## src/rtl/alu_issue_stage.sv

```systemverilog
// ---------------------------------------------------------------------------
// alu_issue_stage
//
// Decodes a MIPS instruction into the ALU operation, its two operands and a
// writeback tag, and hands the result to the EX stage through a two-entry
// valid/ready buffer: an output register plus one skid register. Because the
// skid register absorbs the entry that arrives in the cycle EX stalls,
// id_ready can be a flop output with no combinational path from ex_ready.
//
// Ports
//   clk, rst_n             rising-edge clock, asynchronous active-low reset
//   id_valid / id_ready    upstream handshake (id_ready = skid empty)
//   instr, rs_data,        raw instruction word and the already-forwarded
//   rt_data                register operands
//   flush                  drop every held entry and the incoming one
//   ex_valid / ex_ready    downstream handshake
//   ALUop                  ALU operation code (ALU_OP_* localparams below)
//   ALUopnd1, ALUopnd2     ALU operands
//   ex_wreg, ex_wdst       GPR write enable and destination index
//   ex_illegal             unsupported opcode/funct
// ---------------------------------------------------------------------------
module alu_issue_stage #(
    parameter int DW = 32
) (
    input  logic          clk,
    input  logic          rst_n,
    input  logic          id_valid,
    output logic          id_ready,
    input  logic [DW-1:0] instr,
    input  logic [DW-1:0] rs_data,
    input  logic [DW-1:0] rt_data,
    input  logic          flush,
    output logic          ex_valid,
    input  logic          ex_ready,
    output logic [3:0]    ALUop,
    output logic [DW-1:0] ALUopnd1,
    output logic [DW-1:0] ALUopnd2,
    output logic          ex_wreg,
    output logic [4:0]    ex_wdst,
    output logic          ex_illegal
);

    // ALU operation codes shared with the ALU
    localparam logic [3:0] ALU_OP_ADD  = 4'd0;
    localparam logic [3:0] ALU_OP_SUB  = 4'd1;
    localparam logic [3:0] ALU_OP_AND  = 4'd2;
    localparam logic [3:0] ALU_OP_OR   = 4'd3;
    localparam logic [3:0] ALU_OP_XOR  = 4'd4;
    localparam logic [3:0] ALU_OP_NOR  = 4'd5;
    localparam logic [3:0] ALU_OP_SLT  = 4'd6;
    localparam logic [3:0] ALU_OP_SLTU = 4'd7;
    localparam logic [3:0] ALU_OP_SLL  = 4'd8;
    localparam logic [3:0] ALU_OP_SRL  = 4'd9;
    localparam logic [3:0] ALU_OP_SRA  = 4'd10;

    // One buffered entry: everything EX needs from this stage
    typedef struct packed {
        logic [3:0]    op;
        logic [DW-1:0] opnd1;
        logic [DW-1:0] opnd2;
        logic          wreg;
        logic [4:0]    wdst;
        logic          illegal;
    } entry_t;

    typedef enum logic [1:0] {
        ST_EMPTY = 2'd0,
        ST_ONE   = 2'd1,
        ST_FULL  = 2'd2
    } state_t;

    // -----------------------------------------------------------------------
    // Instruction decode
    // -----------------------------------------------------------------------
    logic [5:0]    opcode;
    logic [5:0]    funct;
    logic [4:0]    rt_idx;
    logic [4:0]    rd_idx;
    logic [4:0]    shamt;
    logic [DW-1:0] imm_sext;
    logic [DW-1:0] imm_zext;
    logic [DW-1:0] shamt_zext;

    assign opcode     = instr[31:26];
    assign funct      = instr[5:0];
    assign rt_idx     = instr[20:16];
    assign rd_idx     = instr[15:11];
    assign shamt      = instr[10:6];
    assign imm_sext   = {{(DW-16){instr[15]}}, instr[15:0]};
    assign imm_zext   = {{(DW-16){1'b0}}, instr[15:0]};
    assign shamt_zext = {{(DW-5){1'b0}}, shamt};

    // The rs field is not needed: rs_data arrives already read and forwarded.
    logic unused_rs_field;
    assign unused_rs_field = ^instr[25:21];

    entry_t     dec;
    logic       dec_legal;
    logic [3:0] dec_op;
    logic [DW-1:0] dec_opnd1;
    logic [DW-1:0] dec_opnd2;
    logic [4:0] dec_dst;

    always_comb begin
        dec_legal = 1'b1;
        dec_op    = ALU_OP_ADD;
        dec_opnd1 = rs_data;
        dec_opnd2 = rt_data;
        dec_dst   = 5'd0;

        if (opcode == 6'h00) begin
            // R-type: destination is rd
            dec_dst = rd_idx;
            unique case (funct)
                6'h20, 6'h21: dec_op = ALU_OP_ADD;
                6'h22, 6'h23: dec_op = ALU_OP_SUB;
                6'h24:        dec_op = ALU_OP_AND;
                6'h25:        dec_op = ALU_OP_OR;
                6'h26:        dec_op = ALU_OP_XOR;
                6'h27:        dec_op = ALU_OP_NOR;
                6'h2A:        dec_op = ALU_OP_SLT;
                6'h2B:        dec_op = ALU_OP_SLTU;
                // Shift by immediate: the shift amount travels in opnd1
                6'h00: begin
                    dec_op    = ALU_OP_SLL;
                    dec_opnd1 = shamt_zext;
                end
                6'h02: begin
                    dec_op    = ALU_OP_SRL;
                    dec_opnd1 = shamt_zext;
                end
                6'h03: begin
                    dec_op    = ALU_OP_SRA;
                    dec_opnd1 = shamt_zext;
                end
                // Variable shifts: ALU takes the amount from rs_data[4:0]
                6'h04:        dec_op = ALU_OP_SLL;
                6'h06:        dec_op = ALU_OP_SRL;
                6'h07:        dec_op = ALU_OP_SRA;
                default:      dec_legal = 1'b0;
            endcase
        end else begin
            // I-type: destination is rt, second operand is the immediate
            dec_dst = rt_idx;
            unique case (opcode)
                6'h08, 6'h09: begin
                    dec_op    = ALU_OP_ADD;
                    dec_opnd2 = imm_sext;
                end
                6'h0A: begin
                    dec_op    = ALU_OP_SLT;
                    dec_opnd2 = imm_sext;
                end
                6'h0B: begin
                    dec_op    = ALU_OP_SLTU;
                    dec_opnd2 = imm_sext;
                end
                6'h0C: begin
                    dec_op    = ALU_OP_AND;
                    dec_opnd2 = imm_zext;
                end
                6'h0D: begin
                    dec_op    = ALU_OP_OR;
                    dec_opnd2 = imm_zext;
                end
                6'h0E: begin
                    dec_op    = ALU_OP_XOR;
                    dec_opnd2 = imm_zext;
                end
                // LUI is executed as imm << 16 on the shifter
                6'h0F: begin
                    dec_op    = ALU_OP_SLL;
                    dec_opnd1 = DW'(16);
                    dec_opnd2 = imm_zext;
                end
                default: dec_legal = 1'b0;
            endcase
        end
    end

    always_comb begin
        dec = '0;
        if (dec_legal) begin
            dec.op      = dec_op;
            dec.opnd1   = dec_opnd1;
            dec.opnd2   = dec_opnd2;
            dec.wdst    = dec_dst;
            // Writes to $0 are suppressed at the source
            dec.wreg    = (dec_dst != 5'd0);
            dec.illegal = 1'b0;
        end else begin
            // Illegal instructions travel as an inert ADD 0,0 with no write
            dec.op      = ALU_OP_ADD;
            dec.illegal = 1'b1;
        end
    end

    // -----------------------------------------------------------------------
    // Two-entry buffer: output register + skid register
    // -----------------------------------------------------------------------
    state_t state_q,    state_d;
    entry_t out_q,      out_d;
    entry_t skid_q,     skid_d;
    logic   id_ready_q, id_ready_d;
    logic   accept;

    assign accept = id_valid & id_ready_q;

    always_comb begin
        state_d = state_q;
        out_d   = out_q;
        skid_d  = skid_q;

        unique case (state_q)
            ST_EMPTY: begin
                if (accept) begin
                    state_d = ST_ONE;
                    out_d   = dec;
                end
            end
            ST_ONE: begin
                if (accept && ex_ready) begin
                    // Head leaves as the new entry replaces it
                    out_d = dec;
                end else if (accept) begin
                    // EX stalled: park the new entry behind the head
                    state_d = ST_FULL;
                    skid_d  = dec;
                end else if (ex_ready) begin
                    state_d = ST_EMPTY;
                end
            end
            ST_FULL: begin
                // id_ready is low here, so nothing new can arrive
                if (ex_ready) begin
                    state_d = ST_ONE;
                    out_d   = skid_q;
                end
            end
            default: state_d = ST_EMPTY;
        endcase

        // Redirect wins over any handshake; payload contents become don't-care
        if (flush) begin
            state_d = ST_EMPTY;
        end

        // Registered ready: low exactly while the skid register is occupied
        id_ready_d = (state_d != ST_FULL);
    end

    always_ff @(posedge clk or negedge rst_n) begin
        if (!rst_n) begin
            state_q    <= ST_EMPTY;
            out_q      <= '0;
            skid_q     <= '0;
            id_ready_q <= 1'b1;
        end else begin
            state_q    <= state_d;
            out_q      <= out_d;
            skid_q     <= skid_d;
            id_ready_q <= id_ready_d;
        end
    end

    // -----------------------------------------------------------------------
    // Outputs
    // -----------------------------------------------------------------------
    assign id_ready   = id_ready_q;
    assign ex_valid   = (state_q != ST_EMPTY);
    assign ALUop      = out_q.op;
    assign ALUopnd1   = out_q.opnd1;
    assign ALUopnd2   = out_q.opnd2;
    assign ex_wreg    = out_q.wreg;
    assign ex_wdst    = out_q.wdst;
    assign ex_illegal = out_q.illegal;

endmodule
```

## config.mk

```make
export PLATFORM = sky130hd
export DESIGN_NAME = alu_issue_stage
export DESIGN_NICKNAME = d
export VERILOG_FILES = /design/src/rtl/alu_issue_stage.sv
export SDC_FILE = /design/constraint.sdc
export NUM_CORES = 1
export LEC_CHECK = 0
export BUFFER_PORTS_ARGS = -buffer_cell sky130_fd_sc_hd__buf_2
export CORE_AREA = 2 2 105 128
export DETAILED_ROUTE_END_ITERATION = 12
export DIE_AREA = 0 0 107 130
export GPL_TIMING_DRIVEN = 1
export PLACE_DENSITY = 0.84
export SETUP_SLACK_MARGIN = 0.4
export SLEW_MARGIN = 20
export SYNTH_ARGS = -nofsm -noshare
export SYNTH_HDL_FRONTEND = slang
export SYNTH_SLANG_ARGS = --single-unit
```

## constraint.sdc

```tcl
create_clock -name clk -period 3 [get_ports clk]
set_input_delay 0.6 -clock clk [delete_from_list [all_inputs] [get_ports clk]]
set_output_delay 0.6 -clock clk [all_outputs]
set_load 0.05 [all_outputs]
```

# Yosys cells after proc, flatten, opt, wreduce, memory -nomap -nowiden
# Index checks and enable logic that the tools add are counted.
[word_totals]
ff_bits = 153
input_bits = 101
output_inout_bits = 77
wordCells = 89
[op_classes]
n_eq_ne = 29
n_mux = 26
n_bitwise = 2
n_reduce_logical = 18
[op_table]
columns = ["operator", "count"]
rows = [
  ["2-to-1 mux 75 bit", 3],
  ["one-hot mux 75 bit (3 select lines)", 1],
  ["2-to-1 mux 32 bit", 4],
  ["2-to-1 mux 70 bit", 1],
  ["one-hot mux 32 bit (2 select lines)", 1],
  ["equality test 6 bit, second input constant", 10],
  ["equality test 6 x 4 -> 1 bit, second input constant", 8],
  ["one-hot mux 4 bit (10 select lines)", 1],
  ["one-hot mux 4 bit (6 select lines)", 1],
  ["equality test 6 x 3 -> 1 bit, second input constant", 3],
  ["OR reduction 16 bit", 1],
  ["equality test 6 x 2 -> 1 bit, second input constant", 2],
  ["logical NOT 6 bit", 2],
  ["2-to-1 mux 2 bit", 6],
  ["2-to-1 mux 4 bit", 2],
  ["inequality test 2 bit, second input constant", 4],
  ["OR reduction 2 bit", 4],
  ["OR reduction 4 bit", 2],
  ["OR reduction 8 bit", 1],
  ["one-hot mux 2 bit (3 select lines)", 1],
  ["2-to-1 mux 5 bit", 1],
  ["nonzero test 5 bit", 1],
  ["2-to-1 mux 1 bit", 4],
  ["AND reduction 4 bit", 1],
  ["other kinds (10)", 10],
]

# Longest topological paths before layout
# Gate-level depths: netlist of the first run.
[logic_depth]
word_depth = 7
depth_mapped = 8
ltp_nobuf = 5

# Least setup slack after synthesis of the first run
# Ideal clock, no wire load.
[synth_path]
path_kind = "input port to flip-flop"
from = "in instr[2]"
to = "reg skid_q[51] (netlist bit)"
setup_ps = 134
t_arrival_ps = 1893
required_time_ps = 2866
setup_slack_ps = 973
path_stages = 7
n_path_buf = 2
cell_sequence = "clkbuf_1 > nand2b_1 > and2_1 > nor3_2 > a22oi_2 > buf_2 > o31ai_1"
[synth_between]
elab_chain_len = 5
elab_cells_between_ends = 23
cone_classes = "eq/ne: 15; mux: 5; reduce/logical: 3"
[synth_lines]
columns = ["item", "line", "text"]
rows = [
  ["start, declared", "29", "input logic [DW-1:0] instr,"],
  ["equality test 6 x 2 -> 1 bit (tied with other cells)", "114", "unique case (funct)"],
  ["OR reduction 16 bit (no source line) or OR reduction 3 bit (tied branches)", "n/a", ""],
  ["2-to-1 mux 1 bit or 2-to-1 mux 32 bit (tied branches)", "114", ""],
  ["2-to-1 mux 1 bit or 2-to-1 mux 32 bit (tied branches)", "111", "if (opcode == 6'h00) begin"],
  ["2-to-1 mux 70 bit (*)", "183", "if (dec_legal) begin"],
  ["end signal, assigned", "261", "skid_q <= skid_d;"],
  ["end, declared", "203", "entry_t skid_q, skid_d;"],
]
# Every way passes the cells marked *; elsewhere a longest branch is shown, timed or not.
# A chain may end at the register's enable or synchronous reset.

# Worst setup path after layout of the first run
[layout_path]
from = "reg id_ready_q, in the netlist id_ready"
to = "reg skid_q[68] (netlist bit)"
[layout_between]
elab_chain_len = 4
[layout_lines]
columns = ["item", "line", "text"]
rows = [
  ["start, declared", "204", "logic id_ready_q, id_ready_d;"],
  ["start signal, assigned", "262", "id_ready_q <= id_ready_d;"],
  ["AND 1 bit (*)", "207", "assign accept = id_valid & id_ready_q;"],
  ["logical AND 1 bit", "222", "if (accept && ex_ready) begin"],
  ["inverter 1 bit (no source line)", "n/a", ""],
  ["AND reduction 3 bit (no source line) (*)", "n/a", ""],
]
# Marked as above.

==> key figures, run 1 <==
Yosys
  • Proportion of synthesized flip-flops having asynchronous set or reset: 1.00
  • Synth unique cells: 53
  • Post-Syn Instances: 765
  • Synth Area per Inst: 9.42 um^2
  • Commonest register cell after synthesis: sky130_fd_sc_hd__dfrtp_1
  • Total standard cell area after synthesis: 7210 um^2
  • Syn. warnings: 0
  • Flip-flop and latch count after synthesis: 153
  • Syn Nets: 866
  • Number of enable flip-flop cells after synthesis: 0
  • Share of synthesized area occupied by flip-flops and latches: 0.531

Timing
  • Post-route minimum period: 2.24 ns
  • Final Hold Fails: 0
  • Final setup violating endpoints: 0
  • Slew at the pin with the worst max-slew slack: 0.864 ns
  • Final number of max-transition violations: 0
  • Share of the clock period used by the worst path: 0.745
  • RSZ-0062 raised after global routing: no
  • Post-route setup TNS: 0 ns
  • Worst Skew: 0.00824 ns
  • Tightest slew margin relative to the limit: 0.424
  • Peak clock frequency supported by timing: 0.447 GHz

Route
  • Wire per inst: 17.5 um
  • Vias per Instance: 5.89
  • DRT Pass-1 Iters: 7
  • Total vias in the final route: 6397
  • Remaining number of nets flagged by the antenna check after routing: 0
  • Total length of routed wires: 19000 um
  • Post-route DRC violation count: 0
  • Initial detailed-routing violation count: 454

Die
  • Initial core utilization: 0.562
  • Vertical die dimension: 130 um
  • Die outline area: 13900 um^2
  • Core Region: 12800 um^2
  • Number of ports placed on the die boundary: 178
  • Standard-cell rows: 46
  • Chip Width: 107 um

Setup path
  • Worst reg2reg path depth: 5
  • Launch instance of the worst register-to-register path: id_ready
  • CP Buf/Inv Count: 1
  • Crit Path Max Fanout: 64
  • Crit path launch: id_ready
  • Cell depth of the worst setup path: 5
  • Crit path max-delay family: simple AND/OR/NAND/NOR gates
  • Kind of launch point of the worst setup path: flip-flop
  • Cell with the largest stage delay on the worst path: sky130_fd_sc_hd__dfstp_2
  • Crit path largest cell delay: 0.55 ns
  • Worst Path Required: 3.28 ns
  • Sequence of cells on the critical path: nand2_1 -> nor2_1 -> nand2_4 -> buf_12 -> o31ai_1
  • Worst path arrival time: 2.51 ns
  • Kind of capture point of the worst setup path: flip-flop
  • Type of the worst setup path: reg2reg

Clocking
  • Max Root-Sink Buffers: 2
  • Root Buffer: sky130_fd_sc_hd__clkbuf_16
  • Number of hold buffers added after CTS: 0
  • Post-CTS resize count: 0
  • Reg clk slew, reported paths: 0.06 ns
  • Clock latency of the later-clocked register in the worst-skew pair: 0.42 ns
  • CTS tree: built
  • Number of buffers inserted during clock tree synthesis: 17
  • Number of H-tree branching levels: 4
  • Setup repair bufs after CTS: 0
  • Number of clock sinks: 153

Outcome
  • Run status: completed

Placed design
  • Routability congestion estimate: 0.891
  • Number of I/O port buffers: 172
  • HPWL after detailed placement: 12200 um
  • Dpl cells: 1055

Global route
  • Residual overflow from global routing: 0
  • Wire length of the first global-routing pass: 30200 um
  • Antenna violations before repair: 1
  • Aggregate global-route resource usage: 0.277
  • Maximum number of pins on one net before global-route repair: 65
  • Vias in the first global route: 6031

Cells and area
  • Commonest cells after routing, fill and taps aside: sky130_fd_sc_hd__buf_2 (171), sky130_fd_sc_hd__dfrtp_1 (152), sky130_fd_sc_hd__a21oi_1 (87)
  • Fill cell count: 1002
  • Fraction of final layout cells with drive strength greater than 1: 0.258
  • Most common cell after layout, fill and taps aside: sky130_fd_sc_hd__buf_2
  • Number of nets in the layout: 1007
  • Util after Layout: 0.684
  • Synth-to-Final Area Change: 21.8%
  • Fin cells: 1087

Power
  • P per Cell Area: 652 nW/um^2
  • Peak VDD IR: 0.353 mV
  • Total leakage power: 4.44 nW

Hold path
  • HP Class: in2async

Run
  • Max-cap violation count: 0
## worst reg2reg max path, delay by kind of cell, from the launching register on
| family | cells | cell delay, ns |
|---|---|---|
| AO/OA/AOI/OAI | 1 | 0.41 |
| flip-flops | 1 | 0.55 |
| buffers and inverters | 1 | 0.38 |
| AND/OR/NAND/NOR | 3 | 0.75 |
## metrics by stage
stage	setup slack, ns	hold WS (ns)	cell area (um^2)	power (mW)
after floorplan	0.973	0.304	7210	3.16
after global placement	0.473	0.451	8150	3.49
after detailed placement	0.441	0.457	8150	3.52
after CTS	0.770	0.0453	8770	5.75
after global routing	0.556	0.0579	8780	5.95
final	0.764	0.0566	8780	5.72
## cell type report
| type | instances | area (um^2) | area share |
|---|---|---|---|
| clock inverter | 9 | 135 | 0.0154 |
| timing repair buffer | 187 | 1000 | 0.114 |
| multi-input combinational | 517 | 3000 | 0.341 |
| sequential | 153 | 3830 | 0.436 |
| inverter | 30 | 113 | 0.0128 |
| antenna | 1 | 2.50 | 0.000285 |
| clock buffer | 22 | 484 | 0.0552 |
| tap | 168 | 210 | 0.0240 |
## report_power, final
| group | total, mW | leakage, nW | internal [mW] | switching, mW |
|---|---|---|---|---|
| sequential | 2.37 | 2.03 | 2.26 | 0.109 |
| clock | 2.23 | 0.295 | 1.40 | 0.834 |
| combinational | 1.12 | 2.11 | 0.296 | 0.823 |
## worst paths after layout
| kind | slack, ns | end |
|---|---|---|
| setup / recovery | 0.76 | skid_q[68] |
| hold / removal | 0.06 | ALUop[3] |
| setup reg to reg | 0.76 | skid_q[68] |
| hold reg to reg | 0.47 | skid_q[44] |
| max in group asynchronous | 2.22 | ALUopnd2[3] |
| min in group clk | 0.35 | state_q[0] |
## registers in the layout, summed over array words and instances (netlist names)
signal      cells
ALUop           4
ex_wreg         1
ex_illegal      1
ex_wdst         5
ALUopnd2       32
ALUopnd1       32
id_ready        1
skid_q         75
state_q         2
## Yosys cell counts (all sizes together), types with 3 or more instances
library cell | instances | area [um^2]
dfrtp | 152 | 3800
a21oi | 87 | 435
nand2 | 85 | 324
nor2 | 78 | 293
o31ai | 71 | 533
clkbuf | 44 | 165
o21ai | 43 | 215
and3 | 30 | 188
inv | 30 | 113
buf | 21 | 136
mux2i | 20 | 200
o22ai | 19 | 119
or3 | 16 | 100
a221oi | 12 | 105
nand3 | 6 | 30.0
or2 | 4 | 25.0
a211oi | 3 | 22.5
nand2b | 3 | 18.8
nand3b | 3 | 22.5
nor2b | 3 | 18.8
nor4 | 3 | 33.8
## logic make-up (layout without fill, tap and decap cells)
| group | count (synthesis) | count (layout) | share of synthesized area |
|---|---|---|---|
| AOI/OAI and AO/OA | 250 | 250 | 0.219 |
| and+or+nand+nor | 243 | 243 | 0.159 |
| DFF | 153 | 153 | 0.531 |
| buffers and inverters | 95 | 248 | 0.0575 |
| muxes | 22 | 22 | 0.0309 |
| xor gates and xnor gates | 2 | 2 | 0.00243 |
| other | 0 | 1 | 0 |
## metal layers
metal / vias to the layer above / global-route usage / wire length [um]
met5: - / 0 / 0
li1: 3003 / - / -
met4: 0 / 0.101 / 357
met2: 267 / 0.454 / 9580
met3: 27 / 0.0704 / 1410
met1: 3100 / 0.360 / 7670
No activity file was read; power rests on OpenSTA's default activity.
==> run 2: changes to the inputs <==
--- a/config.mk
+++ b/config.mk
@@ -5,12 +5,13 @@
 export SDC_FILE = /design/constraint.sdc
 export NUM_CORES = 1
 export LEC_CHECK = 0
+export ABC_AREA = 1
 export BUFFER_PORTS_ARGS = -buffer_cell sky130_fd_sc_hd__buf_2
-export CORE_AREA = 2 2 105 128
+export CORE_AREA = 2 2 112 136
 export DETAILED_ROUTE_END_ITERATION = 12
-export DIE_AREA = 0 0 107 130
+export DIE_AREA = 0 0 114 138
 export GPL_TIMING_DRIVEN = 1
-export PLACE_DENSITY = 0.84
+export PLACE_DENSITY = 0.79
 export SETUP_SLACK_MARGIN = 0.4
 export SLEW_MARGIN = 20
 export SYNTH_ARGS = -nofsm -noshare
==> constraint.sdc (replaced) <==
create_clock -name clk -period 2.2 [get_ports clk]
set_input_delay 0.44 -clock clk [delete_from_list [all_inputs] [get_ports clk]]
set_output_delay 0.44 -clock clk [all_outputs]
set_load 0.05 [all_outputs]
==> key figures, run 2 <==
Yosys
  • Share of synthesized area occupied by flip-flops and latches: 0.503 (was 0.531)
  • Syn Nets: 1137 (was 866)
  • Top post-synthesis cells by count: sky130_fd_sc_hd__nand2_1 (380), sky130_fd_sc_hd__dfrtp_1 (152), sky130_fd_sc_hd__nor2_1 (139) (was sky130_fd_sc_hd__dfrtp_1 (152), sky130_fd_sc_hd__a21oi_1 (87), sky130_fd_sc_hd__nand2_1 (83))
  • Proportion of synthesized flip-flops having asynchronous set or reset: 1.00 (unchanged)
  • Yosys top cell area share: 0.500 (was 0.528)
  • Flip-flop and latch count after synthesis: 153 (unchanged)
  • Syn. warnings: 0 (unchanged)
  • Synth Area per Inst: 7.34 um^2 (was 9.42 um^2)
  • Total standard cell area after synthesis: 7610 um^2 (was 7210 um^2)
  • Cell accounting for the most synthesized area: sky130_fd_sc_hd__dfrtp_1 (unchanged)
  • Synth unique cells: 25 (was 53)
  • Cell with the most instances after synthesis: sky130_fd_sc_hd__nand2_1 (was sky130_fd_sc_hd__dfrtp_1)
  • Number of enable flip-flop cells after synthesis: 0 (unchanged)
  • Synth area leaders: sky130_fd_sc_hd__dfrtp_1 (50%), sky130_fd_sc_hd__nand2_1 (19%), sky130_fd_sc_hd__nor2_1 (6.9%) (was sky130_fd_sc_hd__dfrtp_1 (53%), sky130_fd_sc_hd__o31ai_1 (7.4%), sky130_fd_sc_hd__a21oi_1 (6.0%))
  • Commonest register cell after synthesis: sky130_fd_sc_hd__dfrtp_1 (unchanged)
  • Post-Syn Instances: 1036 (was 765)

Die
  • Die outline area: 15700 um^2 (was 13900 um^2)
  • Standard-cell rows: 49 (was 46)
  • Chip Width: 114 um (was 107 um)
  • Vertical die dimension: 138 um (was 130 um)
  • Number of ports placed on the die boundary: 178 (unchanged)
  • Core Region: 14600 um^2 (was 12800 um^2)
  • Initial core utilization: 0.521 (was 0.562)

Power
  • P per Cell Area: 813 nW/um^2 (was 652 nW/um^2)
  • Total leakage power: 5.37 nW (was 4.44 nW)
  • Peak VDD IR: 0.502 mV (was 0.353 mV)

Cells and area
  • Commonest cells after routing, fill and taps aside: sky130_fd_sc_hd__nand2_1 (379), sky130_fd_sc_hd__buf_2 (171), sky130_fd_sc_hd__dfrtp_1 (152) (was sky130_fd_sc_hd__buf_2 (171), sky130_fd_sc_hd__dfrtp_1 (152), sky130_fd_sc_hd__a21oi_1 (87))
  • Most common cell after layout, fill and taps aside: sky130_fd_sc_hd__nand2_1 (was sky130_fd_sc_hd__buf_2)
  • Register area: 3830 um^2 (unchanged)
  • Synth-to-Final Area Change: 22.6% (was 21.8%)
  • Fill cell count: 1334 (was 1002)
  • Max FFs per register: 75 (unchanged)
  • Number of nets in the layout: 1293 (was 1007)
  • Top register by number of flip-flops: skid_q (unchanged)
  • Area of combinational cells with multiple inputs: 3390 um^2 (was 3000 um^2)
  • Fraction of final layout cells with drive strength greater than 1: 0.223 (was 0.258)
  • Util after Layout: 0.639 (was 0.684)

Route
  • Total vias in the final route: 7315 (was 6397)
  • Post-route DRC violation count: 0 (unchanged)
  • Wire per inst: 14.8 um (was 17.5 um)
  • Vias per Instance: 5.29 (was 5.89)
  • Initial detailed-routing violation count: 688 (was 454)
  • Remaining number of nets flagged by the antenna check after routing: 0 (unchanged)
  • DRT Pass-1 Iters: 6 (was 7)
  • Total length of routed wires: 20500 um (was 19000 um)

Placed design
  • HPWL after detailed placement: 13400 um (was 12200 um)
  • Number of I/O port buffers: 172 (unchanged)
  • Routability congestion estimate: 0.906 (was 0.891)

Setup path
  • CP Buf/Inv Count: 3 (was 1)
  • Crit path launch: instr[1] (was id_ready)
  • Kind of capture point of the worst setup path: flip-flop (unchanged)
  • Reg2reg end: skid_q[1] (was skid_q[68])
  • Launch instance of the worst register-to-register path: id_ready (unchanged)
  • Sequence of cells on the critical path: buf_2 -> inv_1 -> nand2_1 -> nand3_1 -> inv_2 -> a21oi_2 -> nand3_1 -> nand2_1 -> nand2_1 -> nand2_1 (was nand2_1 -> nor2_1 -> nand2_4 -> buf_12 -> o31ai_1)
  • Worst Path Required: 2.56 ns (was 3.28 ns)
  • Cell depth of the worst setup path: 10 (was 5)
  • End of the critical path: ALUopnd1[29] (was skid_q[68])
  • Crit path largest cell delay: 0.63 ns (was 0.55 ns)
  • Crit path max-delay family: simple AND/OR/NAND/NOR gates (unchanged)
  • Cell with the largest stage delay on the worst path: sky130_fd_sc_hd__a21oi_2 (was sky130_fd_sc_hd__dfstp_2)
  • R2r setup slk: 0.53 ns (was 0.76 ns)
  • Worst path arrival time: 2.06 ns (was 2.51 ns)
  • Worst reg2reg path depth: 5 (unchanged)
  • Type of the worst setup path: in2reg (was reg2reg)
  • Cell seen most often among critical-path stages: sky130_fd_sc_hd__nand2_1
  • Kind of launch point of the worst setup path: input pin (was flip-flop)
  • Crit Path Max Fanout: 13 (was 64)

Timing
  • Final number of max-transition violations: 0 (unchanged)
  • Post-route setup TNS: 0 ns (unchanged)
  • RSZ-0062 raised after global routing: no (unchanged)
  • Final Hold Fails: 0 (unchanged)
  • Slew at the pin with the worst max-slew slack: 0.793 ns (was 0.864 ns)
  • Peak clock frequency supported by timing: 0.589 GHz
  • Share of the clock period used by the worst path: 0.771
  • Worst Skew: 0.00744 ns (was 0.00824 ns)
  • Post-route minimum period: 1.70 ns
  • Final setup violating endpoints: 0 (unchanged)
  • Tightest slew margin relative to the limit: 0.471 (was 0.424)

Outcome
  • Run status: completed (unchanged)

Clocking
  • Reg clk slew, reported paths: 0.06 ns (about the same)
  • Clock latency of the later-clocked register in the worst-skew pair: 0.42 ns (about the same)
  • Max Root-Sink Buffers: 2 (unchanged)
  • Root Buffer: sky130_fd_sc_hd__clkbuf_16 (unchanged)
  • Setup repair bufs after CTS: 0 (unchanged)
  • Number of buffers inserted during clock tree synthesis: 17 (unchanged)
  • Number of clock sinks: 153 (unchanged)
  • CTS tree: built (unchanged)
  • Number of H-tree branching levels: 4 (unchanged)

Run
  • Max-cap violation count: 0 (unchanged)

Hold path
  • Cells on Worst Hold Path: 2
  • HP Class: in2reg (was in2async)

Global route
  • Maximum number of pins on one net before global-route repair: 73 (was 65)
  • Wire length of the first global-routing pass: 33100 um (was 30200 um)
  • Residual overflow from global routing: 0 (unchanged)
  • Aggregate global-route resource usage: 0.263 (was 0.277)
  • Antenna violations before repair: 1 (unchanged)
  • Vias in the first global route: 6757 (was 6031)
## run 2: how the worst min path moves through the flow
stage / to / from / slack (ns)
finish: state_q[0] / flush / 0.19
global route: state_q[0] / flush / 0.19
CTS: state_q[0] / flush / 0.18
detailed placement: ALUopnd2[2] / rst_n / 0.40
global placement: ALUopnd2[0] / rst_n / 0.40
floorplan: ALUop[0] / rst_n / 0.14
## run 2: cells by family (layout without fill, tap and decap cells)
family                 after synthesis  in the layout  synth area share
AND/OR/NAND/NOR                    641            641             0.344
flip-flops                         153            153             0.503
AO/OA/AOI/OAI                      140            141            0.0962
buffers and inverters              101            269            0.0549
XOR/XNOR                             1              1           0.00115
other                                0              1                 0
## run 2: cell type report
type | count | area share
clock buffers | 21 | 0.0494
well taps | 178 | 0.0239
diodes | 1 | 0.000268
inverters | 36 | 0.0148
repair buffers | 201 | 0.127
flip-flops and latches | 153 | 0.411
multi-input cells | 783 | 0.363
clock inverters | 11 | 0.0106
## run 2: repair_timing
item | in CTS | in global routing
endpoints found under the setup margin | 0 | 36
gates resized for setup | 0 | 2
endpoints found under the hold margin | 40 | 0
hold buffers | 1 | 0
## run 2: worst reg2reg max path, stage by stage, from the launching register on
cell	delay, ns
sky130_fd_sc_hd__dfstp_2	0.53
sky130_fd_sc_hd__nand2_1	0.09
sky130_fd_sc_hd__nor2_2	0.21
sky130_fd_sc_hd__nand2_4	0.07
sky130_fd_sc_hd__buf_4	0.31
sky130_fd_sc_hd__o31ai_1	0.36
## run 2: power by group
| group | switching, mW | internal (mW) | total, mW |
|---|---|---|---|
| clock network | 1.16 | 1.61 | 2.77 |
| logic | 1.16 | 0.435 | 1.59 |
| registers | 0.146 | 3.08 | 3.23 |
## run 2: stage by stage
step / power [mW] / std cells / worst slack, ns / area [um^2] / hold slack [ns]
floorplan: 4.33 / 1036 / 0.427 / 7610 / 0.144
global placement: 4.83 / 1349 / 0.0358 / 8750 / 0.398
detailed placement: 4.86 / 1349 / 0.0307 / 8750 / 0.400
CTS: 7.64 / 1382 / 0.415 / 9320 / 0.183
global route: 7.94 / 1384 / 0.401 / 9330 / 0.185
finish: 7.59 / 1384 / 0.503 / 9330 / 0.192
## run 2: routing by layer
metal,vias to the layer above,track usage,share of wire
li1,3603,-,-
met2,277,0.425,0.49
met5,-,0,0
met3,37,0.0596,0.056
met4,0,0.101,0.025
met1,3398,0.343,0.43
==> run 3: changes to the inputs <==
==> constraint.sdc (replaced) <==
create_clock -name clk -period 1.73 [get_ports clk]
set_input_delay 0.346 -clock clk [delete_from_list [all_inputs] [get_ports clk]]
set_output_delay 0.346 -clock clk [all_outputs]
set_load 0.05 [all_outputs]
==> key figures, run 3 (synthesized netlist as in run 2, its figures left out) <==
Power
  • Combinational fraction of design power: 0.266 (was 0.210)
  • Total leakage power: 6.18 nW (was 5.37 nW)
  • Clock share of power: 0.347 (was 0.365)
  • Sequential share of power: 0.387 (was 0.425)
  • Cell internal power dissipation: 7.27 mW (was 5.13 mW)
  • Switching part of the total: 0.324 (about the same)
  • Peak VDD IR: 0.687 mV (was 0.502 mV)
  • P per Cell Area: 956 nW/um^2 (was 813 nW/um^2)
  • Power dissipated by switching net loads: 3.49 mW (was 2.46 mW)

Run
  • Max-cap violation count: 0 (unchanged)

Timing
  • Final hold slack: 0.0909 ns (was 0.192 ns)
  • Final setup violating endpoints: 0 (unchanged)
  • Final number of max-transition violations: 0 (unchanged)
  • Slew at the pin with the worst max-slew slack: 0.481 ns (was 0.793 ns)
  • RSZ-0062 raised after global routing: yes (was no)
  • Final Hold Fails: 0 (unchanged)
  • Post-route minimum period: 1.66 ns
  • Peak clock frequency supported by timing: 0.604 GHz
  • Tightest slew margin relative to the limit: 0.679 (was 0.471)
  • Worst Skew: 0.00656 ns (was 0.00744 ns)
  • Share of the clock period used by the worst path: 0.957

Cells and area
  • Most common cell after layout, fill and taps aside: sky130_fd_sc_hd__nand2_1 (unchanged)
  • Synth-to-Final Area Change: 47.9% (was 22.6%)
  • Commonest cells after routing, fill and taps aside: sky130_fd_sc_hd__nand2_1 (362), sky130_fd_sc_hd__dfrtp_1 (152), sky130_fd_sc_hd__nor2_1 (116) (was sky130_fd_sc_hd__nand2_1 (379), sky130_fd_sc_hd__buf_2 (171), sky130_fd_sc_hd__dfrtp_1 (152))
  • Fraction of final layout cells with drive strength greater than 1: 0.337 (was 0.223)
  • Number of nets in the layout: 1395 (was 1293)
  • Max FFs per register: 75 (unchanged)
  • Top register by number of flip-flops: skid_q (unchanged)
  • Post-layout instance area: 11200 um^2 (was 9330 um^2)
  • Fill cell count: 1003 (was 1334)

Clocking
  • Clock latency of the later-clocked register in the worst-skew pair: 0.43 ns (was 0.42 ns)
  • Number of clock sinks: 153 (unchanged)
  • Number of buffers inserted during clock tree synthesis: 17 (unchanged)
  • Root Buffer: sky130_fd_sc_hd__clkbuf_16 (unchanged)
  • CTS tree: built (unchanged)
  • Max Root-Sink Buffers: 2 (unchanged)
  • Reg clk slew, reported paths: 0.06 ns (about the same)
  • Number of H-tree branching levels: 4 (unchanged)

Route
  • Total vias in the final route: 8177 (was 7315)
  • Wire per inst: 17.2 um (was 14.8 um)
  • Post-route DRC violation count: 0 (unchanged)
  • Remaining number of nets flagged by the antenna check after routing: 0 (unchanged)
  • Total length of routed wires: 25600 um (was 20500 um)
  • Initial detailed-routing violation count: 847 (was 688)
  • DRT Pass-1 Iters: 5 (was 6)
  • Vias per Instance: 5.50 (was 5.29)

Global route
  • Maximum number of pins on one net before global-route repair: 84 (was 73)
  • Wire length of the first global-routing pass: 36400 um (was 33100 um)
  • Vias in the first global route: 7368 (was 6757)
  • Residual overflow from global routing: 0 (unchanged)
  • Aggregate global-route resource usage: 0.291 (was 0.263)
  • Antenna violations before repair: 1 (unchanged)

Setup path
  • Kind of launch point of the worst setup path: flip-flop (was input pin)
  • Worst Path Required: 2.04 ns (was 2.56 ns)
  • Type of the worst setup path: reg2reg (was in2reg)
  • Crit Path Max Fanout: 8 (was 13)
  • Kind of capture point of the worst setup path: flip-flop (unchanged)
  • Worst path arrival time: 1.97 ns (was 2.06 ns)

Placed design
  • Number of I/O port buffers: 172 (unchanged)
  • DP Area: 9020 um^2 (was 8750 um^2)
  • Routability congestion estimate: 0.901 (was 0.906)
  • HPWL after detailed placement: 13600 um (was 13400 um)

Die
  • Vertical die dimension: 138 um (unchanged)
  • Core Region: 14600 um^2 (unchanged)
  • Standard-cell rows: 49 (unchanged)
  • Initial core utilization: 0.521 (unchanged)
  • Chip Width: 114 um (unchanged)
  • Number of ports placed on the die boundary: 178 (unchanged)
  • Die outline area: 15700 um^2 (unchanged)

Hold path
  • HP Class: in2reg (unchanged)

Outcome
  • Run status: completed (unchanged)
[run 3: cell types whose count changed in the layout (fill, tap and decap cells not counted), moves of 17 or more]
cell	delta
sky130_fd_sc_hd__buf_6	+81
sky130_fd_sc_hd__a21oi_2	+23
sky130_fd_sc_hd__a21oi_1	-25
sky130_fd_sc_hd__nand2_1	-17
sky130_fd_sc_hd__nor2_1	-22
sky130_fd_sc_hd__buf_2	-77
sky130_fd_sc_hd__buf_4	+77
[run 3: area by class of cell]
type,count,area (um^2),area share
sequential,153,3830,0.340
multi-input combinational,783,3670,0.326
timing repair buffer,303,2790,0.248
clock buffer,21,460,0.0409
tap,178,223,0.0198
inverter,36,153,0.0136
clock inverter,11,121,0.0108
antenna,2,5.00,0.000445
[run 3: repair_timing]
| action | CTS | global route |
|---|---|---|
| cloned | 5 | 8 |
| hold endpoints to repair | 114 | 0 |
| pin swaps | 3 | 10 |
| hold buffers | 1 | 0 |
| gates resized for setup | 170 | 95 |
| buffers inserted | 25 | 36 |
| setup endpoints to repair | 230 | 230 |
[run 3: path summary, 6_finish.rpt]
| check | end | depth (start not counted) | start | slack (ns) |
|---|---|---|---|---|
| max in group asynchronous | id_ready | 3 | rst_n | 0.80 |
| min in group asynchronous | ALUopnd2[24] | 2 | rst_n | 0.27 |
| worst min register to register | skid_q[11] | 2 | skid_q[11] | 0.49 |
| worst max-delay path | ALUopnd1[28] | 8 | id_ready | 0.07 |
| worst max register to register | ALUopnd1[28] | 8 | id_ready | 0.07 |
| worst min-delay path | state_q[1] | 2 | flush | 0.09 |
[run 3: routing by layer]
layer / vias to the layer above / global-route usage / wire [um]
li1: 3813 / - / -
met1: 3858 / 0.380 / 9930
met2: 417 / 0.470 / 12900
met3: 89 / 0.0583 / 1720
met4: 0 / 0.131 / 1090
met5: - / 0 / 0
[run 3: worst max-delay path: stages, from the launching register on]
cell and delay, ns:
sky130_fd_sc_hd__dfstp_2 0.56, sky130_fd_sc_hd__nand2_4 0.07, sky130_fd_sc_hd__nor2_4 0.19, sky130_fd_sc_hd__o21ai_4 0.09, sky130_fd_sc_hd__buf_12 0.17, sky130_fd_sc_hd__buf_8 0.15
sky130_fd_sc_hd__buf_16 0.15, sky130_fd_sc_hd__nand2_1 0.07, sky130_fd_sc_hd__nand2_1 0.08
[run 3: power groups by stage]
stage	Combinational (mW)	Clock, mW	Sequential [mW]
5_1_grt	3.04	3.90	4.19
3_3_place_gp	2.05	0	4.15
4_1_cts	2.47	3.74	4.14
2_1_floorplan	0.779	0	4.78
3_5_place_dp	2.08	0	4.16
6_report	2.86	3.73	4.16
[run 3: per-stage QoR]
step / utilization / worst slack [ns] / setup TNS (ns) / power [mW] / std cells
2_1_floorplan: - / 0.120 / 0 / 5.56 / 1036
3_3_place_gp: 0.618 / -0.172 / -12.19 / 6.19 / 1378
3_5_place_dp: 0.618 / -0.236 / -17.17 / 6.23 / 1378
4_1_cts: 0.717 / 0.192 / 0 / 10.4 / 1441
5_1_grt: 0.771 / 0.0219 / 0 / 11.1 / 1486
6_report: 0.771 / 0.0740 / 0 / 10.8 / 1487
